[src/rtl/uart_tx_pkg.sv]
// Shared definitions for the UART transmit serializer: FSM encoding,
// stop-bit codes, default oversampling and small input-normalising helpers.
package uart_tx_pkg;

  // Default number of baud_tick pulses per bit period (must be even).
  localparam int OVERSAMPLE_DEFAULT = 16;

  // Transmit FSM encoding.
  typedef enum logic [1:0] {
    ST_IDLE  = 2'b00,
    ST_START = 2'b01,
    ST_DATA  = 2'b10,
    ST_STOP  = 2'b11
  } tx_state_e;

  // Stop-bit codes as delivered by the LCR process stage.
  localparam logic [1:0] STOP_1   = 2'b01;
  localparam logic [1:0] STOP_1P5 = 2'b10;
  localparam logic [1:0] STOP_2   = 2'b11;

  // Frame length limits (payload bits including parity).
  localparam logic [3:0] LEN_MIN = 4'd5;
  localparam logic [3:0] LEN_MAX = 4'd9;

  // Force an out-of-range length into the legal 5..9 window.
  function automatic logic [3:0] clamp_length(input logic [3:0] len);
    logic [3:0] res;
    res = len;
    if (len < LEN_MIN) res = LEN_MIN;
    if (len > LEN_MAX) res = LEN_MAX;
    return res;
  endfunction

  // Code 00 is undefined upstream and is sent as a single stop bit.
  function automatic logic [1:0] norm_stop(input logic [1:0] code);
    return (code == 2'b00) ? STOP_1 : code;
  endfunction

endpackage

[src/rtl/uart_tx_serializer.sv]
// Final UART TX stage: accepts one pre-formatted character per handshake and
// shifts it out as start bit, 5..9 payload bits LSB first, then 1/1.5/2 stop
// bits. All outputs are registered; break forces the line low without
// disturbing frame timing.
module uart_tx_serializer
  import uart_tx_pkg::*;
#(
  parameter int OVERSAMPLE = OVERSAMPLE_DEFAULT,
  parameter int CNT_W      = 6
) (
  input  logic       clk,
  input  logic       reset,
  input  logic       baud_tick,
  input  logic [8:0] data_in,
  input  logic [3:0] data_length,
  input  logic [1:0] num_stop_bit,
  input  logic       data_valid,
  input  logic       break_ctrl,
  output logic       tx_ready,
  output logic       tx_busy,
  output logic       tx_out
);

  // Terminal tick counts for a normal bit and for each stop-bit length.
  localparam logic [CNT_W-1:0] LAST_1   = CNT_W'(OVERSAMPLE - 1);
  localparam logic [CNT_W-1:0] LAST_1P5 = CNT_W'((3 * OVERSAMPLE) / 2 - 1);
  localparam logic [CNT_W-1:0] LAST_2   = CNT_W'(2 * OVERSAMPLE - 1);

  tx_state_e        state_q, state_d;
  logic [CNT_W-1:0] tick_cnt_q, tick_cnt_d;
  logic [3:0]       bit_idx_q, bit_idx_d;
  logic [8:0]       shift_q, shift_d;
  logic [3:0]       len_q, len_d;
  logic [1:0]       stop_q, stop_d;
  logic             tx_out_q, tx_out_d;
  logic             tx_ready_q, tx_ready_d;
  logic             tx_busy_q, tx_busy_d;

  logic [CNT_W-1:0] tick_last;
  logic             bit_done;
  logic             line_val;

  // Terminal count for the current bit: only the stop period can be longer.
  always_comb begin
    tick_last = LAST_1;
    if (state_q == ST_STOP) begin
      case (stop_q)
        STOP_1P5: tick_last = LAST_1P5;
        STOP_2:   tick_last = LAST_2;
        default:  tick_last = LAST_1;
      endcase
    end
  end

  // A bit period ends on the tick that hits the terminal count.
  assign bit_done = baud_tick && (tick_cnt_q == tick_last);

  // Next-state logic for the FSM, counters, shift register and outputs.
  always_comb begin
    state_d    = state_q;
    tick_cnt_d = tick_cnt_q;
    bit_idx_d  = bit_idx_q;
    shift_d    = shift_q;
    len_d      = len_q;
    stop_d     = stop_q;
    tx_ready_d = tx_ready_q;
    tx_busy_d  = tx_busy_q;

    case (state_q)
      ST_IDLE: begin
        // A tick on the accept edge is deliberately not counted.
        if (tx_ready_q && data_valid) begin
          state_d    = ST_START;
          shift_d    = data_in;
          len_d      = clamp_length(data_length);
          stop_d     = norm_stop(num_stop_bit);
          tick_cnt_d = '0;
          bit_idx_d  = '0;
          tx_ready_d = 1'b0;
          tx_busy_d  = 1'b1;
        end
      end

      ST_START: begin
        if (bit_done) begin
          state_d    = ST_DATA;
          tick_cnt_d = '0;
          bit_idx_d  = '0;
        end else if (baud_tick) begin
          tick_cnt_d = tick_cnt_q + CNT_W'(1);
        end
      end

      ST_DATA: begin
        if (bit_done) begin
          tick_cnt_d = '0;
          if (bit_idx_q == len_q - 4'd1) begin
            state_d = ST_STOP;
          end else begin
            shift_d   = {1'b0, shift_q[8:1]};
            bit_idx_d = bit_idx_q + 4'd1;
          end
        end else if (baud_tick) begin
          tick_cnt_d = tick_cnt_q + CNT_W'(1);
        end
      end

      ST_STOP: begin
        // Handshake reopens on the same edge the last stop tick lands.
        if (bit_done) begin
          state_d    = ST_IDLE;
          tick_cnt_d = '0;
          tx_ready_d = 1'b1;
          tx_busy_d  = 1'b0;
        end else if (baud_tick) begin
          tick_cnt_d = tick_cnt_q + CNT_W'(1);
        end
      end

      default: begin
        state_d    = ST_IDLE;
        tick_cnt_d = '0;
        bit_idx_d  = '0;
        tx_ready_d = 1'b1;
        tx_busy_d  = 1'b0;
      end
    endcase

    // Line level follows the state being entered so tx_out stays registered.
    case (state_d)
      ST_START: line_val = 1'b0;
      ST_DATA:  line_val = shift_d[0];
      default:  line_val = 1'b1;
    endcase

    tx_out_d = break_ctrl ? 1'b0 : line_val;
  end

  // State and output registers with synchronous active-low reset.
  always_ff @(posedge clk) begin
    if (!reset) begin
      state_q    <= ST_IDLE;
      tick_cnt_q <= '0;
      bit_idx_q  <= '0;
      shift_q    <= '0;
      len_q      <= LEN_MIN;
      stop_q     <= STOP_1;
      tx_out_q   <= 1'b1;
      tx_ready_q <= 1'b1;
      tx_busy_q  <= 1'b0;
    end else begin
      state_q    <= state_d;
      tick_cnt_q <= tick_cnt_d;
      bit_idx_q  <= bit_idx_d;
      shift_q    <= shift_d;
      len_q      <= len_d;
      stop_q     <= stop_d;
      tx_out_q   <= tx_out_d;
      tx_ready_q <= tx_ready_d;
      tx_busy_q  <= tx_busy_d;
    end
  end

  assign tx_out   = tx_out_q;
  assign tx_ready = tx_ready_q;
  assign tx_busy  = tx_busy_q;

endmodule
[config.mk]
export PLATFORM = sky130hd
export DESIGN_NAME = uart_tx_serializer
export DESIGN_NICKNAME = d
export VERILOG_FILES = /design/src/rtl/uart_tx_pkg.sv /design/src/rtl/uart_tx_serializer.sv
export SDC_FILE = /design/constraint.sdc
export NUM_CORES = 1
export LEC_CHECK = 0
export CAP_MARGIN = 20
export CORE_UTILIZATION = 40
export CTS_BUF_LIST = sky130_fd_sc_hd__clkbuf_8
export CTS_CLUSTER_DIAMETER = 80
export DETAILED_ROUTE_END_ITERATION = 8
export PLACE_DENSITY = 0.66
export SLEW_MARGIN = 20
export SYNTH_ARGS = -nofsm -noshare
export SYNTH_HDL_FRONTEND = slang
export SYNTH_SLANG_ARGS = --single-unit
[constraint.sdc]
create_clock -name clk -period 2.4 [get_ports clk]
set_input_delay 0.48 -clock clk [delete_from_list [all_inputs] [get_ports clk]]
set_output_delay 0.48 -clock clk [all_outputs]
set_load 0.005 [all_outputs]
# [Word-level counts from Yosys, hierarchy flattened]
# Cells that the tools add are included.
[totals] out_inout_bits=3 elab_cells=75 regBits=30 inputBits=20
[classes] eq_ne=15 magnitude_cmp=2 reduce_logical=13 muxes=32 add_sub_neg=3
[ops] operator="$mux W9" count=3
[ops] operator="$mux W4" count=6
[ops] operator="$mux W6" count=3
[ops] operator="$pmux W9 S2" count=1
[ops] operator="$mux W2" count=6
[ops] operator="$pmux W4 S3" count=1
[ops] operator="$pmux W6 S2" count=1
[ops] operator="$eq A2 B2 Y1 const B" count=5
[ops] operator="$ne A2 B2 Y1 const B" count=5
[ops] operator="$pmux W5 S2" count=1
[ops] operator="$pmux W2 S4" count=1
[ops] operator="$add A6 B1 Y6 const B" count=1
[ops] operator="$eq A6 B6 Y1" count=1
[ops] operator="$pmux W1 S2" count=3
[ops] operator="$mux W1" count=5
[ops] operator="$mux W5" count=1
[ops] operator="$reduce_and A5 Y1" count=1
[ops] operator="$add A4 B1 Y4 const B" count=1
[ops] operator="$eq A2 B1 Y1 const B" count=2
[ops] operator="$eq A4 B4 Y1" count=1
[ops] operator="$gt A4 B4 Y1 const B" count=1
[ops] operator="$logic_not A2 Y1" count=2
[ops] operator="$lt A4 B3 Y1 const B" count=1
[ops] operator="$reduce_and A2 Y1" count=2
[ops] operator="other kinds (8)" count=10

# [Depth between registers and ports, before layout]
[logic_depth] word_depth=10 ltp_mapped=9 depth_no_buf=9

# [Worst setup path after synthesis]
# Ideal clock, no wire load.
[synth_path] path_kind="register to register" startpoint="reg len_q[0]" endpoint="reg tx_out_q, in the netlist tx_out" period_less_slack_ps=1916 setup_slack_ps=484 stages_incl_launch_ff=8 setup_time_ps=136 path_buffers=0 required_ps=2264 arrival_ps=1780 path_cell_list="dfxtp_1 inv_1 ha_1 xnor2_1 nor4_2 nor2_1 a311oi_1 a31oi_1"
[synth_between] elab_chain_len=8 elab_cells_between_ends=12 cone_classes="1 x add/sub; 3 x eq/ne; 8 x mux"
[synth_lines] element="from (decl)" line_no="uart_tx_serializer.sv:33" text="logic [3:0] len_q, len_d;"
[synth_lines] element="from (signal assigned)" line_no="uart_tx_serializer.sv:156" text="len_q <= len_d;"
[synth_lines] element="$sub A4 B1 Y4 (*)" line_no="uart_tx_serializer.sv:97" text="if (bit_idx_q == len_q - 4'd1) begin"
[synth_lines] element="$eq A4 B4 Y1 (*)" line_no="uart_tx_serializer.sv:97"
[synth_lines] element="$mux W2" line_no="uart_tx_serializer.sv:97"
[synth_lines] element="$mux W2" line_no="uart_tx_serializer.sv:95" text="if (bit_done) begin"
[synth_lines] element="$pmux W2 S4" line_no="uart_tx_serializer.sv:69" text="case (state_q)"
[synth_lines] element="$eq A2 B2 Y1 / $eq A2 B1 Y1 (equally long branches)" line_no="uart_tx_serializer.sv:130" text="case (state_d)"
[synth_lines] element="$pmux W1 S2 (*)" line_no="uart_tx_serializer.sv:130"
[synth_lines] element="$mux W1 (*)" line_no="uart_tx_serializer.sv:136" text="tx_out_d = break_ctrl ? 1'b0 : line_val;"
[synth_lines] element="to (signal assigned)" line_no="uart_tx_serializer.sv:158" text="tx_out_q <= tx_out_d;"
[synth_lines] element="to (decl)" line_no="uart_tx_serializer.sv:35" text="logic tx_out_q, tx_out_d;"
# Mark *: on every way between the ends. The rest lies on a longest branch, timed or not. The select of a mux whose other input is x is not followed.
# A chain may end at the register's enable or synchronous reset.

# [Worst setup path after layout]
[layout_path] startpoint="reg len_q[0]" endpoint="reg shift_q[5]"
[layout_between] elab_chain_len=4
[layout_lines] element="$sub A4 B1 Y4" line_no="uart_tx_serializer.sv:97"
[layout_lines] element="$eq A4 B4 Y1" line_no="uart_tx_serializer.sv:97"
[layout_lines] element="$ne A2 B2 Y1 (no source line)"
[layout_lines] element="$reduce_and A4 Y1 (no source line)"
[layout_lines] element="to (signal assigned)" line_no="uart_tx_serializer.sv:155" text="shift_q <= shift_d;"
[layout_lines] element="to (decl)" line_no="uart_tx_serializer.sv:32" text="logic [8:0] shift_q, shift_d;"
# No other way between the ends.

==> results.yml <==
route:
  drc: 0
  antenna_left: 0
  via_per_inst: 5.29
  drtIter0Drc: 41
  vias: 1339
  wl_per_cell_um: 13.0
  routed_wl_mm: 3.29
  dr.pass1.iters: 5
yosys:
  syn-num-nets: 198
  synth.cell_area_sq_um: 1500
  synth_most_common_cell: "dfxtp_1"
  ys_warn_count: 0
  ys_types: 43
  syn_inst: 175
  synthTopCellsByCount: "dfxtp_1 (30), nand2_1 (28), a21oi_1 (19)"
  yosysSeqAreaShare: 0.402
  syn_avg_cell_area_sq_um: 8.54
  synthTopCellsByArea: "dfxtp_1 (40%), nand2_1 (7.0%), a21oi_1 (6.4%)"
  yosysTopAreaCellShare: 0.402
  synthFlopType: "dfxtp_1"
  async_reset_ff_frac: 0
  synth_top_area_cell: "dfxtp_1"
  synth-edff-count: 0
  ys_ff_latch: 30
power_and_ir_drop:
  p_leak_nw: 0.668
  powerDensity_nw_per_um2: 644
  ir_worst_vdd_v: 0.000331
  fin_total_pwr_mw: 1.23
worst_setup_path:
  path_class: "flop to flop"
  arrival_ps: 2320
  cp_max_fo: 9
  startpoint_type: "flop"
  required_ps: 2570
  setup.worst_path.end_class: "flop"
sta:
  skew_ps: 7.17
  period_share: 0.895
  slew-limit-headroom: 0.554
  worst_pin_slew_ps: 665
  max_freq_mhz: 466
  hold_viol: 0
  tns_ps: 0
  slew_violations: 0
  finalCriticalPeriod_ps: 2150
  worst_slack_ps: 253
  hold_ws_ps: 454
  finalSetupViolations: 0
  rsz0062_at_grt: "no"
finish:
  fin_area_sq_um: 1910
  drive_gt1_frac: 0.140
  area_growth_pct: 27.4
  utilization: 0.549
  diodes: 0
  final_nets: 229
  final_cells: 253
clocking:
  cts_buffer_depth: 2
  clk_pin_slew_ps: 70
  cts.sink_count: 30
  cts-root-buf: "clkbuf_8"
  tritoncts: "built"
  cts_resized: 0
  clock_latency_ps: 290
  postCtsSetupRepairBufs: 0
  cts_inserted_buffers: 5
  holdBufCountCts: 0
  htree_levels: 2
floorplanning:
  fp.dieH_um: 63.1
  dieArea_sq_um: 3990
  die_w_um: 63.1
  ioPinCount: 23
  rows: 21
  start_util: 0.431
  core_sq_um: 3470
hold_path:
  hold_path_class: "flop to flop"
place:
  place_ws_ps: 109
  post_dp_cell_area_sq_um: 1800
  gp_congestion: 0.837
  hpwl_mm: 2.52
  io_buffers: 22
  place_inst: 245
global_route:
  grt_max_degree: 15
  grt_pass1_wl_mm: 5.76
  grt_pass1_vias: 1261
  grt_overflow: 0
  gr-usage-all-layers: 0.186
  antenna_found_initial: 0
status:
  status: "finished clean"
flow_run:
  cap_violations: 0
sequential cells by signal (all words and copies together) (netlist names):
register,flops
shift_q,9
tick_cnt_q,6
bit_idx_q,4
len_q,4
state_q,2
stop_q,2
tx_busy,1
tx_out,1
tx_ready,1
logic make-up (layout without fill, tap and decap cells):
kind of cell / count (synthesis) / in the layout / synth area share
xor gates and xnor gates: 11 / 11 / 0.0644
adders and majority gates: 3 / 3 / 0.0251
buffers and inverters: 10 / 42 / 0.0326
DFF: 30 / 30 / 0.402
AOI/OAI and AO/OA: 48 / 48 / 0.207
muxes: 1 / 1 / 0.00669
and+or+nand+nor: 72 / 72 / 0.263
cell usage in the layout, fill, tap and decap left out, types with 2 or more instances in the layout:
master           instances
dfxtp_1                 30
nand3_1                  5
a31oi_1                  2
buf_4                    7
nand2_1                 28
inv_1                    5
o21ai_0                  9
ha_1                     3
nand4_1                  2
a22oi_1                  7
xnor2_1                  9
clkbuf_8                 5
clkdlybuf4s50_1         22
a21oi_1                 19
nor3_2                   4
nor2b_1                  2
xor2_1                   2
or3_1                    4
nor2_1                  14
nor3b_1                  2
and2_1                   2
metal layers:
| layer | routed length [um] | vias up | global-route usage |
|---|---|---|---|
| li1 | - | 679 | - |
| met1 | 1480 | 624 | 0.213 |
| met2 | 1580 | 29 | 0.315 |
| met3 | 187 | 7 | 0.0670 |
| met4 | 53 | 0 | 0.0669 |
| met5 | 0 | - | 0 |
report_power, final:
part           internal (mW)  leakage (nW)  total, mW  switching (mW)
registers              0.525         0.245      0.544          0.0193
clock network          0.305        0.0556      0.495           0.190
logic                 0.0942         0.368      0.188          0.0939
critical path: stages, from the launching register on:
cell and delay (ps):
dfxtp_1 380, inv_1 80, ha_1 210, xnor2_1 170, xnor2_1 160, nor4_2 70, buf_4 150, nor3_2 550
nor2_4 110, nand2_1 100, a21oi_1 60
layout make-up:
| cell class | count | area (sq um) |
|---|---|---|
| Clock buffer | 5 | 68.8 |
| Clock inverter | 3 | 41.3 |
| Fill cell | 346 | 1560 |
| Inverter | 5 | 18.8 |
| Multi-Input combinational cell | 135 | 846 |
| Sequential cell | 30 | 601 |
| Tap cell | 46 | 57.6 |
| Timing Repair Buffer | 29 | 273 |
path summary, 6_finish.rpt:
kind,from,end,slack (ps),cells past startpoint
setup / recovery,len_q[0],shift_q[5],250,10
hold / removal,shift_q[4],shift_q[4],450,2
setup reg to reg,len_q[0],shift_q[5],250,10
hold reg to reg,shift_q[4],shift_q[4],450,2
(Power assumes the default switching activity.)
